===== src/rtl/lsu_mem_stage_if.sv =====
// Execute-side op, data-memory port and writeback bundle for the LSU memory stage.
// The master side is the surrounding pipeline and memory; the slave side is the stage itself.
interface lsu_mem_stage_if;
  logic        in_valid;
  logic        in_ready;
  logic [31:0] alu_result;
  logic [31:0] store_data;
  logic [1:0]  mem_op;
  logic [2:0]  funct3;
  logic [4:0]  rd;
  logic        reg_write;

  logic        dmem_req;
  logic        dmem_we;
  logic [31:0] dmem_addr;
  logic [31:0] dmem_wdata;
  logic [3:0]  dmem_wstrb;
  logic        dmem_ack;
  logic [31:0] dmem_rdata;

  logic        wb_valid;
  logic        wb_we;
  logic [4:0]  wb_rd;
  logic [31:0] wb_data;
  logic        wb_misalign;

  modport master (
    output in_valid, alu_result, store_data, mem_op, funct3, rd, reg_write,
    output dmem_ack, dmem_rdata,
    input  in_ready, dmem_req, dmem_we, dmem_addr, dmem_wdata, dmem_wstrb,
    input  wb_valid, wb_we, wb_rd, wb_data, wb_misalign
  );

  modport slave (
    input  in_valid, alu_result, store_data, mem_op, funct3, rd, reg_write,
    input  dmem_ack, dmem_rdata,
    output in_ready, dmem_req, dmem_we, dmem_addr, dmem_wdata, dmem_wstrb,
    output wb_valid, wb_we, wb_rd, wb_data, wb_misalign
  );
endinterface


===== src/rtl/lsu_mem_stage.sv =====
// LSU memory stage: one op in flight; wb 1 cycle after accept (non-mem/misaligned) or 1 cycle after dmem_ack.
// Backpressure: in_ready only in IDLE; MEM holds the request until dmem_ack with no timeout.
module lsu_mem_stage (
  input  logic           clk,
  input  logic           rst,
  lsu_mem_stage_if.slave bus
);
  typedef enum logic [1:0] {IDLE, MEM, DONE} state_t;

  typedef struct packed {
    logic [1:0] size;   // 0 byte, 1 half, 2 word
    logic       uns;
    logic [1:0] lane;
  } ld_t;

  state_t      state, state_nxt;
  ld_t         ld_q;
  logic        accept, is_load, is_store, is_mem, misalign, mem_go, uns_in;
  logic [1:0]  size_in;
  logic [3:0]  strb_in;
  logic [31:0] wdata_in, rshift, load_ext;
  logic        dmem_we_q, wb_we_q, wb_mis_q;
  logic [3:0]  dmem_wstrb_q;
  logic [31:0] dmem_addr_q, dmem_wdata_q, wb_data_q;
  logic [4:0]  wb_rd_q;

  assign accept   = bus.in_valid & bus.in_ready;
  assign is_load  = (bus.mem_op == 2'b01);
  assign is_store = (bus.mem_op == 2'b10);
  assign is_mem   = is_load | is_store;
  assign uns_in   = (bus.funct3 == 3'b100) | (bus.funct3 == 3'b101);

  always_comb begin
    size_in  = 2'd2;
    strb_in  = 4'b1111;
    wdata_in = bus.store_data;
    case (bus.funct3)
      3'b000, 3'b100: size_in = 2'd0;
      3'b001, 3'b101: size_in = 2'd1;
      default:        size_in = 2'd2;
    endcase
    case (size_in)
      2'd0: begin
        strb_in  = 4'b0001 << bus.alu_result[1:0];
        wdata_in = {4{bus.store_data[7:0]}};
      end
      2'd1: begin
        strb_in  = 4'b0011 << bus.alu_result[1:0];
        wdata_in = {2{bus.store_data[15:0]}};
      end
      default: begin
        strb_in  = 4'b1111;
        wdata_in = bus.store_data;
      end
    endcase
  end

  assign misalign = is_mem &
                    (((size_in == 2'd1) & bus.alu_result[0]) |
                     ((size_in == 2'd2) & (bus.alu_result[1:0] != 2'b00)));
  assign mem_go   = is_mem & ~misalign;

  // Lane select of the returned word, then sign/zero extension.
  assign rshift = bus.dmem_rdata >> {ld_q.lane, 3'b000};
  always_comb begin
    load_ext = bus.dmem_rdata;
    case (ld_q.size)
      2'd0:    load_ext = ld_q.uns ? {24'b0, rshift[7:0]}  : {{24{rshift[7]}},  rshift[7:0]};
      2'd1:    load_ext = ld_q.uns ? {16'b0, rshift[15:0]} : {{16{rshift[15]}}, rshift[15:0]};
      default: load_ext = bus.dmem_rdata;
    endcase
  end

  always_ff @(posedge clk or posedge rst) begin
    if (rst) state <= IDLE;
    else     state <= state_nxt;
  end

  always_comb begin
    state_nxt = state;
    case (state)
      IDLE:    if (accept) state_nxt = mem_go ? MEM : DONE;
      MEM:     if (bus.dmem_ack) state_nxt = DONE;
      DONE:    state_nxt = IDLE;
      default: state_nxt = IDLE;
    endcase
  end

  always_ff @(posedge clk or posedge rst) begin
    if (rst) begin
      ld_q         <= '0;
      dmem_we_q    <= 1'b0;
      dmem_wstrb_q <= 4'b0;
      dmem_addr_q  <= 32'b0;
      dmem_wdata_q <= 32'b0;
      wb_we_q      <= 1'b0;
      wb_mis_q     <= 1'b0;
      wb_rd_q      <= 5'b0;
      wb_data_q    <= 32'b0;
    end else if (accept) begin
      ld_q         <= '{size: size_in, uns: uns_in, lane: bus.alu_result[1:0]};
      dmem_we_q    <= mem_go & is_store;
      dmem_wstrb_q <= (mem_go & is_store) ? strb_in : 4'b0;
      dmem_addr_q  <= mem_go ? {bus.alu_result[31:2], 2'b00} : 32'b0;
      dmem_wdata_q <= (mem_go & is_store) ? wdata_in : 32'b0;
      // Misaligned ops report the faulting address through wb_data.
      wb_data_q    <= bus.alu_result;
      wb_we_q      <= is_mem ? (is_load & ~misalign & bus.reg_write & (bus.rd != 5'd0))
                             : bus.reg_write;
      wb_mis_q     <= misalign;
      wb_rd_q      <= bus.rd;
    end else if ((state == MEM) && bus.dmem_ack && !dmem_we_q) begin
      wb_data_q    <= load_ext;
    end
  end

  assign bus.in_ready    = (state == IDLE);
  assign bus.dmem_req    = (state == MEM);
  assign bus.dmem_we     = dmem_we_q & bus.dmem_req;
  assign bus.dmem_wstrb  = dmem_wstrb_q & {4{bus.dmem_req}};
  assign bus.dmem_addr   = dmem_addr_q;
  assign bus.dmem_wdata  = dmem_wdata_q;
  assign bus.wb_valid    = (state == DONE);
  assign bus.wb_we       = wb_we_q & bus.wb_valid;
  assign bus.wb_misalign = wb_mis_q & bus.wb_valid;
  assign bus.wb_rd       = wb_rd_q;
  assign bus.wb_data     = wb_data_q;
endmodule


===== src/flat_wrapper.sv =====
// flat-port wrapper written by rule: the top's interface ports become plain ports
module lsu_mem_stage_flat 
  (clk, rst, bus_in_valid, bus_alu_result, bus_store_data, bus_mem_op, bus_funct3, bus_rd, bus_reg_write, bus_dmem_ack, bus_dmem_rdata, bus_in_ready, bus_dmem_req, bus_dmem_we, bus_dmem_addr, bus_dmem_wdata, bus_dmem_wstrb, bus_wb_valid, bus_wb_we, bus_wb_rd, bus_wb_data, bus_wb_misalign);
  lsu_mem_stage_if bus_i ();
  input  logic clk;
  input  logic rst;
  input wire logic [$bits(bus_i.in_valid)-1:0] bus_in_valid;
  input wire logic [$bits(bus_i.alu_result)-1:0] bus_alu_result;
  input wire logic [$bits(bus_i.store_data)-1:0] bus_store_data;
  input wire logic [$bits(bus_i.mem_op)-1:0] bus_mem_op;
  input wire logic [$bits(bus_i.funct3)-1:0] bus_funct3;
  input wire logic [$bits(bus_i.rd)-1:0] bus_rd;
  input wire logic [$bits(bus_i.reg_write)-1:0] bus_reg_write;
  input wire logic [$bits(bus_i.dmem_ack)-1:0] bus_dmem_ack;
  input wire logic [$bits(bus_i.dmem_rdata)-1:0] bus_dmem_rdata;
  output wire logic [$bits(bus_i.in_ready)-1:0] bus_in_ready;
  output wire logic [$bits(bus_i.dmem_req)-1:0] bus_dmem_req;
  output wire logic [$bits(bus_i.dmem_we)-1:0] bus_dmem_we;
  output wire logic [$bits(bus_i.dmem_addr)-1:0] bus_dmem_addr;
  output wire logic [$bits(bus_i.dmem_wdata)-1:0] bus_dmem_wdata;
  output wire logic [$bits(bus_i.dmem_wstrb)-1:0] bus_dmem_wstrb;
  output wire logic [$bits(bus_i.wb_valid)-1:0] bus_wb_valid;
  output wire logic [$bits(bus_i.wb_we)-1:0] bus_wb_we;
  output wire logic [$bits(bus_i.wb_rd)-1:0] bus_wb_rd;
  output wire logic [$bits(bus_i.wb_data)-1:0] bus_wb_data;
  output wire logic [$bits(bus_i.wb_misalign)-1:0] bus_wb_misalign;
  assign bus_i.in_valid = bus_in_valid;
  assign bus_i.alu_result = bus_alu_result;
  assign bus_i.store_data = bus_store_data;
  assign bus_i.mem_op = bus_mem_op;
  assign bus_i.funct3 = bus_funct3;
  assign bus_i.rd = bus_rd;
  assign bus_i.reg_write = bus_reg_write;
  assign bus_i.dmem_ack = bus_dmem_ack;
  assign bus_i.dmem_rdata = bus_dmem_rdata;
  assign bus_in_ready = bus_i.in_ready;
  assign bus_dmem_req = bus_i.dmem_req;
  assign bus_dmem_we = bus_i.dmem_we;
  assign bus_dmem_addr = bus_i.dmem_addr;
  assign bus_dmem_wdata = bus_i.dmem_wdata;
  assign bus_dmem_wstrb = bus_i.dmem_wstrb;
  assign bus_wb_valid = bus_i.wb_valid;
  assign bus_wb_we = bus_i.wb_we;
  assign bus_wb_rd = bus_i.wb_rd;
  assign bus_wb_data = bus_i.wb_data;
  assign bus_wb_misalign = bus_i.wb_misalign;
  lsu_mem_stage u_core (.clk(clk), .rst(rst), .bus(bus_i));
endmodule

===== config.mk =====
export PLATFORM = sky130hd
export DESIGN_NAME = lsu_mem_stage_flat
export DESIGN_NICKNAME = d
export VERILOG_FILES = /design/src/rtl/lsu_mem_stage_if.sv /design/src/rtl/lsu_mem_stage.sv /design/src/flat_wrapper.sv
export SDC_FILE = /design/constraint.sdc
export NUM_CORES = 1
export LEC_CHECK = 0
export ABC_AREA = 0
export BUFFER_PORTS_ARGS = -buffer_cell sky130_fd_sc_hd__buf_2
export CELL_PAD_IN_SITES_DETAIL_PLACEMENT = 1
export CELL_PAD_IN_SITES_GLOBAL_PLACEMENT = 1
export CORE_ASPECT_RATIO = 0.9
export CORE_UTILIZATION = 32
export CTS_CLUSTER_DIAMETER = 30
export CTS_CLUSTER_SIZE = 40
export DETAILED_ROUTE_END_ITERATION = 8
export HOLD_SLACK_MARGIN = 0.08
export PLACE_DENSITY_LB_ADDON = 0.1
export REMOVE_ABC_BUFFERS = 1
export SYNTH_ARGS = -nofsm -noshare
export SYNTH_HDL_FRONTEND = slang
export SYNTH_SLANG_ARGS = --single-unit

===== constraint.sdc =====
create_clock -name clk -period 3.2 [get_ports clk]
set_input_delay 0.48 -clock clk [delete_from_list [all_inputs] [get_ports clk]]
set_output_delay 0.48 -clock clk [all_outputs]
set_load 0.01 [all_outputs]

# Word-level counts from Yosys, hierarchy flattened
# Cells that the tools add are included.
dict set report op_classes {
  n_mux 16
  shift 3
  reduce_logical 13
  bitwise 17
  eq_ne 12
}
# operator count
set ops {}
lappend ops {{$mux 32} 6}
lappend ops {{$pmux 32 s2} 2}
lappend ops {{$shr 32x5->16} 1}
lappend ops {{$and 1x1->1} 12}
lappend ops {{$eq 2x1->1 const B} 4}
lappend ops {{$pmux 2 s2} 2}
lappend ops {{$pmux 4 s2} 1}
lappend ops {{$eq 2x2->1 const B} 3}
lappend ops {{$eq 3x3->1 const B} 2}
lappend ops {{$logic_not 2->1} 3}
lappend ops {{$mux 2} 3}
lappend ops {{$reduce_bool 5->1} 1}
lappend ops {{$and 4x4->4} 1}
lappend ops {{$mux 4} 1}
lappend ops {{$ne 2x2->1 const B} 2}
lappend ops {{$reduce_bool 2->1} 2}
lappend ops {{$reduce_or 2->1} 2}
lappend ops {{$shl 1x2->4 const A} 1}
lappend ops {{$shl 2x2->4 const A} 1}
lappend ops {{$eq 3x1->1 const B} 1}
lappend ops {{$logic_not 3->1} 1}
lappend ops {{$or 1x1->1} 3}
lappend ops {{$logic_and 1x1->1} 2}
lappend ops {{$reduce_and 2->1} 1}
lappend ops {{3 further kinds} 3}
dict set report word_totals {
  out_inout_bits 111
  wordCells 73
  register_bits 115
  in_bits 111
}

# Longest topological paths before layout
# Gate-level depths: netlist of run 1.
dict set report logic_depth {
  word_depth 12
  depth_mapped 7
  depth_no_buf 6
}

# Worst setup path before layout of run 1
# No wires, ideal clock.
dict set report synth_path {
  path_type {input -> register}
  startpoint {input port bus_dmem_rdata[31]}
  endpoint {register u_core.wb_data_q[17], in the netlist u_core.bus.wb_data[17]}
  setup_time_ps 131
  stages 4
  path_buffers 1
  arrival_ps 1461
  path_slack_ps 1607
  required_ps 3069
  path_cell_list {mux4_2 > o211ai_4 > buf_6 > o211ai_1}
}
dict set report synth_between {
  elab_chain_len 5
  word_cells_on_any_way 6
  cone_classes {shift: 1; mux: 5}
}
# element line
set synth_lines {}
lappend synth_lines {{from (decl)} flat_wrapper.sv:15} ;# input wire logic [$bits(bus_i.dmem_rdata)-1:0] bus_dmem_rdata;
lappend synth_lines {{$shr 32x5->16 *} lsu_mem_stage.sv:64} ;# assign rshift = bus.dmem_rdata >> {ld_q.lane, 3'b000};
lappend synth_lines {{$mux 32, on equally long branches} {lsu_mem_stage.sv:69, lsu_mem_stage.sv:68}}
lappend synth_lines {{$pmux 32 s2 *} lsu_mem_stage.sv:67} ;# case (ld_q.size)
lappend synth_lines {{$mux 32 *} lsu_mem_stage.sv:112} ;# end else if ((state == MEM) && bus.dmem_ack && !dmem_we_q) begin
lappend synth_lines {{$mux 32 *} lsu_mem_stage.sv:100} ;# end else if (accept) begin
lappend synth_lines {{to (signal assigned)} lsu_mem_stage.sv:107} ;# wb_data_q <= bus.alu_result;
lappend synth_lines {{to (signal assigned)} lsu_mem_stage.sv:113} ;# wb_data_q <= load_ext;
lappend synth_lines {{to (decl)} lsu_mem_stage.sv:24} ;# logic [31:0] dmem_addr_q, dmem_wdata_q, wb_data_q;
# Mark *: on every way between the ends. The rest lies on a longest branch, timed or not. The select of a mux whose other input is x is not followed.
# A chain may end at the register's enable or synchronous reset.

# Worst setup path in the final report of run 1
dict set report layout_path {
  startpoint {register u_core.ld_q[1] (netlist name)}
  endpoint {register u_core.wb_data_q[30], in the netlist u_core.bus.wb_data[30]}
}
dict set report layout_between {
  elab_chain_len 5
  word_cells_on_any_way 6
  cone_classes {shift: 1; mux: 5}
}
# element line
set layout_lines {}
lappend layout_lines {{from (decl)} lsu_mem_stage.sv:17} ;# ld_t ld_q;
lappend layout_lines {{from (signal assigned)} lsu_mem_stage.sv:101} ;# ld_q <= '{size: size_in, uns: uns_in, lane: bus.alu_result[1:0]};
lappend layout_lines {{$shr 32x5->16 *} lsu_mem_stage.sv:64}
lappend layout_lines {{$mux 32, on equally long branches} {lsu_mem_stage.sv:69, lsu_mem_stage.sv:68}}
lappend layout_lines {{$pmux 32 s2 *} lsu_mem_stage.sv:67}
lappend layout_lines {{$mux 32 *} lsu_mem_stage.sv:112}
lappend layout_lines {{$mux 32 *} lsu_mem_stage.sv:100}
# Marks and branches as above.

==> run_results.csv, run 1 <==
group,metric,value,unit
layout,drive_above_1_share,0.343,
pwr,sw_frac_of_total,0.320,
timing,setup_viol,0,
critical_path,path_depth,3,
grt,antenna_found_initial,5,
grt,globalRoute.totalOverflow,0,
route,firstDrtPassIters,4,
pwr,p_seq_frac,0.352,
critical_path,path_cells,"mux4_2 -> o211ai_4 -> o211ai_1",
critical_path,required,3450,ps
layout,layout_commonest_cell,"buf_2",
critical_path,path_class,"flop to flop",
run,cap_viol_max_count,0,
cts,ctsResizeCount,0,
critical_path,cp_top_family,"compound AO/OA/AOI/OAI gates",
yosys,ys_types,48,
pwr,power.leakage,0.00384,uW
cts,clkSlewWorstSetupHoldPaths,60,ps
pwr,p_comb_frac,0.270,
floorplan,pin_count,222,
pwr,p_int,3710,uW
cts,clock_sinks,113,
min_path,hold_path_class,"input port to asynchronous set/reset pin",
critical_path,timing.rr.end,"u_core.bus.wb_data[30]$_DFFE_PP0P_",
critical_path,cp_slowest_stage_delay,670,ps
placement,place.gp.congestion,0.767,
timing,setup_ws,1010,ps
cts,clock_path_buffers,2,
yosys,ys_seq_area_frac,0.499,
route,wl_per_cell,18.3,um
route,drtIter0Drc,262,
placement,pre_cts_slack,773,ps
critical_path,r2r_slack,1010,ps
route,ant_nets,0,
critical_path,critPathSlowestCell,"dfrtp_1",
timing,grt_setup_unrepaired,"no",
timing,min_period,2190,ps
critical_path,crit_fanout,16,
pwr,p_sw,1750,uW
route,wirelength,19.3,mm
pwr,power_density,723,nW/um2
layout,area_growth,33.3,%
cts,cts_root_buffer,"clkbuf_16",
cts,postCtsHoldBufs,0,
floorplan,rows,45,
cts,insertion_delay,420,ps
floorplan,fp.dieW,142,um
route,drc_errors,0,
critical_path,r2r_start,"u_core.ld_q[1]$_DFFE_PP0P_",
critical_path,cp-start-kind,"flop",
cts,cts_tree,"yes",
cts,cts_made_buffers,17,
cts,htree_levels,4,
pwr,max-vdd-ir-drop,0.000404,V
yosys,netlist_area,5670,um2
floorplan,die_area,18300,um2
route,vias,5203,
timing,tightest_slew,873,ps
timing,fin_skew,9.76,ps
cts,cts_setup_buffers,0,
critical_path,worst-path-buf-inv,0,
timing,fmax,458,MHz
grt,track_usage,0.220,
floorplan,chipHeight,128,um
pwr,p_clk_frac,0.378,
grt,grt_pass1_wl,30.5,mm
yosys,netlist_instances,601,
grt,grt_max_degree,71,
timing,period_share,0.683,
placement,io_buffers,219,
pwr,power.total,5460,uW
grt,grt_pass1_vias,5476,
timing,relSlewSlack,0.417,
route,vias_per_cell,4.95,
timing,finalMaxSlewViolations,0,
floorplan,design.core.area,17100,um2
run_status,outcome,"finished clean",
critical_path,r2r_cells,3,
yosys,avgSynthCellArea,9.44,um2
yosys,ys_seq_elements,113,
critical_path,cp_data_arrival_time,2440,ps
layout,final_cell_mix,"buf_2 (219), nand2_1 (164), dfrtp_1 (113)",
timing,hold_viol_final,0,
floorplan,initial_core_util,0.331,
critical_path,crit_path_end_kind,"flop",
placement,dp_hpwl,13.6,mm
yosys,yosysWarnings,0,
layout,final_nets,913,
[registers in the layout, indices dropped and copies added (netlist names)]
register / cells
u_core.dmem_we_q: 1
u_core.wb_mis_q: 1
u_core.dmem_wstrb_q: 4
u_core.bus.dmem_addr: 30
u_core.bus.dmem_wdata: 32
u_core.bus.wb_rd: 5
u_core.bus.wb_data: 32
u_core.wb_we_q: 1
u_core.state: 2
u_core.ld_q: 5
[cells in the mapped netlist, drive strengths merged]
cell type,number,area (um2)
nand2,164,616
dfrtp,113,2830
o21ai,58,290
buf,37,213
mux2i,32,320
o211ai,26,209
nor2,23,93.8
a21oi,20,104
o21a,17,129
nand3,12,72.6
clkbuf,11,41.3
a22o,9,78.8
a221o,8,80.1
a2bb2oi,8,70.1
mux2,8,90.1
and2,7,43.8
o221ai,7,61.3
a31oi,6,37.5
inv,6,22.5
nand3b,6,48.8
nor3b,3,50.1
or2,3,18.8
ha,2,25.0
nand2b,2,20.0
nor2b,2,12.5
o22ai,2,12.5
a21o,1,7.51
and2b,1,7.51
and3,1,6.26
and4bb,1,12.5
conb,1,3.75
mux4,1,22.5
nor3,1,5.00
nor4bb,1,10.0
o31ai,1,7.51
[power groups by stage]
stage / clock network (uW) / logic, uW / registers, uW
2_1_floorplan: 0 / 654 / 2080
3_3_place_gp: 0 / 1460 / 1930
3_5_place_dp: 0 / 1500 / 1950
4_1_cts: 2100 / 1500 / 1930
5_1_grt: 2160 / 1630 / 1970
6_report: 2060 / 1480 / 1920
[layout make-up]
cell class	instances	area, um2
Antenna cell	4	10.0
Clock buffer	21	450
Clock inverter	11	185
Fill cell	2072	9560
Inverter	6	25.0
Multi-Input combinational cell	435	2570
Sequential cell	113	2830
Tap cell	235	294
Timing Repair Buffer	227	1190
[cell families after synthesis]
group,count (synthesis),share of synthesized area
adders and majority gates,2,0.00441
other,1,0.000661
buffers and inverters,54,0.0488
muxes,41,0.0763
DFF,113,0.499
and+or+nand+nor,227,0.179
AOI/OAI and AO/OA,163,0.192
[worst reg2reg max path: cells and delay by family (launching register included)]
| family | cells | cell delay [ps] |
|---|---|---|
| mux | 1 | 640 |
| flops | 1 | 670 |
| compound gates | 2 | 720 |
[metal layers]
layer  routed length, um  global-route usage
met5                  13                   0
met4                 179              0.0715
met3                 966              0.0523
met2                9270               0.354
met1                8860               0.291
[per-stage QoR]
stage	util	cell area [um2]	cells	setup TNS (ps)	hold slack [ps]
2_1_floorplan	-	5420	554	-30210	440
3_3_place_gp	0.404	6910	1016	0	448
3_5_place_dp	0.404	6910	1016	0	456
4_1_cts	0.441	7550	1048	0	143
5_1_grt	0.441	7560	1051	0	166
6_report	0.442	7560	1052	0	125
[worst max-delay path by stage]
stage	to	start	slack, ps
after floorplan	u_core.bus.dmem_addr[10]$_DFFE_PP0P_	rst	-270
after global placement	u_core.bus.dmem_addr[23]$_DFFE_PP0P_	bus_funct3[0]	900
after detailed placement	u_core.bus.dmem_addr[4]$_DFFE_PP0P_	bus_funct3[0]	770
after CTS	u_core.bus.wb_data[30]$_DFFE_PP0P_	u_core.ld_q[1]$_DFFE_PP0P_	970
after global routing	u_core.bus.wb_data[30]$_DFFE_PP0P_	u_core.ld_q[1]$_DFFE_PP0P_	870
final	u_core.bus.wb_data[30]$_DFFE_PP0P_	u_core.ld_q[1]$_DFFE_PP0P_	1010
Note: power is estimated with default switching activity, not from simulation.
==> run 2, diff against run 1 <==
--- a/config.mk
+++ b/config.mk
@@ -5,7 +5,7 @@
 export SDC_FILE = /design/constraint.sdc
 export NUM_CORES = 1
 export LEC_CHECK = 0
-export ABC_AREA = 0
+export ABC_AREA = 1
 export BUFFER_PORTS_ARGS = -buffer_cell sky130_fd_sc_hd__buf_2
 export CELL_PAD_IN_SITES_DETAIL_PLACEMENT = 1
 export CELL_PAD_IN_SITES_GLOBAL_PLACEMENT = 1
==> constraint.sdc (replaced) <==
create_clock -name clk -period 2 [get_ports clk]
set_input_delay 0.3 -clock clk [delete_from_list [all_inputs] [get_ports clk]]
set_output_delay 0.3 -clock clk [all_outputs]
set_load 0.01 [all_outputs]
==> run 2 against run 1 <==
  * Die area grew 7.0%
  * Cell count grew 22%
  * Combinational power grew 100%
  * Global-route usage shrank 0.38 points
  * Flip-flop and latch count is the same
  * Register-to-register slack lost 760 ps
  * Critical path depth grew 5
  * Synthesized area grew 7.1%
  * Clock skew grew 0.89 ps
  * Design area grew 6.8%
  * Critical path type unchanged
  * Highest routed layer unchanged
  * Maximum frequency grew 25%
  * Critical endpoint is now u_core.bus.wb_data[13]$_DFFE_PP0P_
  * First-iteration DRC count shrank 29%
==> run_results.csv, run 2 <==
group,metric,value,unit
run_status,outcome,"finished clean",
timing,whs,136,ps
placement,dp_hpwl,14.5,mm
route,drtIter0Drc,187,
critical_path,r2r_slack,250,ps
timing,fmax,573,MHz
cts,cts_setup_buffers,0,
yosys,synth_most_common_cell,"nand2_1",
yosys,netlist_instances,812,
grt,antenna_found_initial,2,
yosys,yosysTopAreaCell,"dfrtp_1",
yosys,synth_ff_type,"dfrtp_1",
route,vias,5870,
floorplan,design.core.area,18500,um2
yosys,synth_top_cells_by_area,"dfrtp_1 (47%), nand2_1 (16%), inv_1 (6.1%)",
critical_path,r2r_start,"u_core.ld_q[0]$_DFFE_PP0P_",
yosys,yosysWarnings,0,
layout,final_cell_mix,"nand2_1 (262), buf_2 (219), dfrtp_1 (113)",
yosys,ys_types,32,
cts,htree_levels,4,
min_path,hold_path_class,"input port to flop",
critical_path,r2r_cells,8,
timing,setup_viol,0,
yosys,ys_seq_elements,113,
timing,min_period,1750,ps
placement,place.gp.congestion,0.789,
timing,grt_setup_unrepaired,"no",
critical_path,cp-start-kind,"flop",
yosys,netlist_area,6070,um2
yosys,ys_seq_area_frac,0.465,
floorplan,chipHeight,133,um
layout,drive_above_1_share,0.310,
layout,layout_commonest_cell,"nand2_1",
route,wl_per_cell,15.6,um
run,cap_viol_max_count,0,
yosys,async_flop_share,1.00,
cts,cts_tree,"yes",
placement,dpl_cell_area,7410,um2
critical_path,crit_path_end_kind,"flop",
yosys,avgSynthCellArea,7.48,um2
grt,globalRoute.totalOverflow,0,
yosys,synth_edf_count,0,
route,drc_errors,0,
layout,area_growth,32.9,%
route,firstDrtPassIters,4,
critical_path,required,2330,ps
route,vias_per_cell,4.58,
cts,clkSlewWorstSetupHoldPaths,60,ps
yosys,yosys-top-cells-count,"nand2_1 (263), dfrtp_1 (113), inv_1 (98)",
grt,track_usage,0.216,
cts,cts_made_buffers,17,
route,wirelength,20.0,mm
pwr,power_density,1190,nW/um2
floorplan,rows,47,
yosys,synth_top_area_share,0.465,
pwr,power.total,9630,uW
critical_path,timing.rr.end,"u_core.bus.wb_data[13]$_DFFE_PP0P_",
cts,clock_sinks,113,
timing,fin_skew,10.6,ps
cts,clock_path_buffers,2,
floorplan,pin_count,222,
timing,period_share,0.873,
critical_path,cp_data_arrival_time,2080,ps
cts,insertion_delay,420,ps
floorplan,fp.dieW,147,um
grt,grt_max_degree,67,
grt,grt_pass1_vias,6085,
pwr,max-vdd-ir-drop,0.000667,V
floorplan,die_area,19500,um2
critical_path,crit_fanout,24,
layout,postLayoutCellArea,8080,um2
route,ant_nets,0,
timing,finalMaxSlewViolations,0,
timing,hold_viol_final,0,
grt,grt_pass1_wl,32.9,mm
critical_path,path_class,"flop to flop",
placement,io_buffers,219,
critical_path,crit_path_end,"u_core.bus.wb_data[13]$_DFFE_PP0P_",
cts,cts_root_buffer,"clkbuf_16",
floorplan,initial_core_util,0.329,
layout,final_nets,1138,
critical_path,crit_start,"u_core.ld_q[0]$_DFFE_PP0P_",
pwr,power.leakage,0.00449,uW
## run 2: worst min path at each step
stage	start	to	slack, ps	cells past startpoint
6_report	bus_dmem_ack	u_core.state[0]$_DFFE_PP0P_	140	2
5_1_grt	bus_dmem_ack	u_core.state[0]$_DFFE_PP0P_	120	2
4_1_cts	bus_dmem_ack	u_core.state[0]$_DFFE_PP0P_	120	2
3_5_place_dp	rst	u_core.bus.dmem_wdata[7]$_DFFE_PP0P_	380	3
3_3_place_gp	rst	u_core.bus.dmem_wdata[7]$_DFFE_PP0P_	380	3
2_1_floorplan	bus_dmem_ack	u_core.state[0]$_DFFE_PP0P_	410	1
## run 2: power breakdown
part | internal, uW | switching [uW]
Clock | 2350 | 1090
Sequential | 2830 | 348
Combinational | 1140 | 1860
## run 2: what timing repair did
item / 4_1_cts / 5_1_grt
resized for setup: 0 / 0
hold buffers: 1 / 0
hold endpoints to repair: 113 / 0
## run 2: logic make-up after synthesis
group	count (synthesis)	share of synthesized area
AO/OA/AOI/OAI	145	0.143
adder cells (fa/ha/maj)	2	0.00412
buffers and inverters	147	0.112
flip-flops	113	0.465
other	1	0.000617
AND/OR/NAND/NOR	404	0.275
## run 2: routing by layer
layer  part of all wire  GRT usage
met4             0.0089     0.0573
met1               0.49      0.303
met3              0.043     0.0479
met2               0.46      0.334
met5            0.00065          0
## run 2: worst max-delay path, cell delays in order, from the launching register on
cell and delay (ps):
dfrtp_1 500, inv_2 210, nand2_1 110, nand3_1 70, nand2_1 120, nand3_4 290, nand2_1 150, inv_1 60
a21oi_1 130
## run 2: stage by stage
stage | worst slack (ps) | cells | utilization | setup TNS, ps
detailed placement | 267 | 1250 | 0.401 | 0
finish | 255 | 1283 | 0.437 | 0
CTS | 257 | 1282 | 0.437 | 0
floorplan | -1870 | 770 | - | -266960
global placement | 345 | 1250 | 0.401 | 0
global route | 37.8 | 1282 | 0.437 | 0
## run 2: cell type report
| type | instances | area [um2] |
|---|---|---|
| timing repair buffer | 236 | 1300 |
| inverter | 104 | 393 |
| sequential | 113 | 2830 |
| clock buffer | 20 | 447 |
| multi-input combinational | 553 | 2590 |
| fill | 2397 | 10400 |
| tap | 245 | 307 |
| clock inverter | 11 | 210 |
| antenna | 1 | 2.50 |
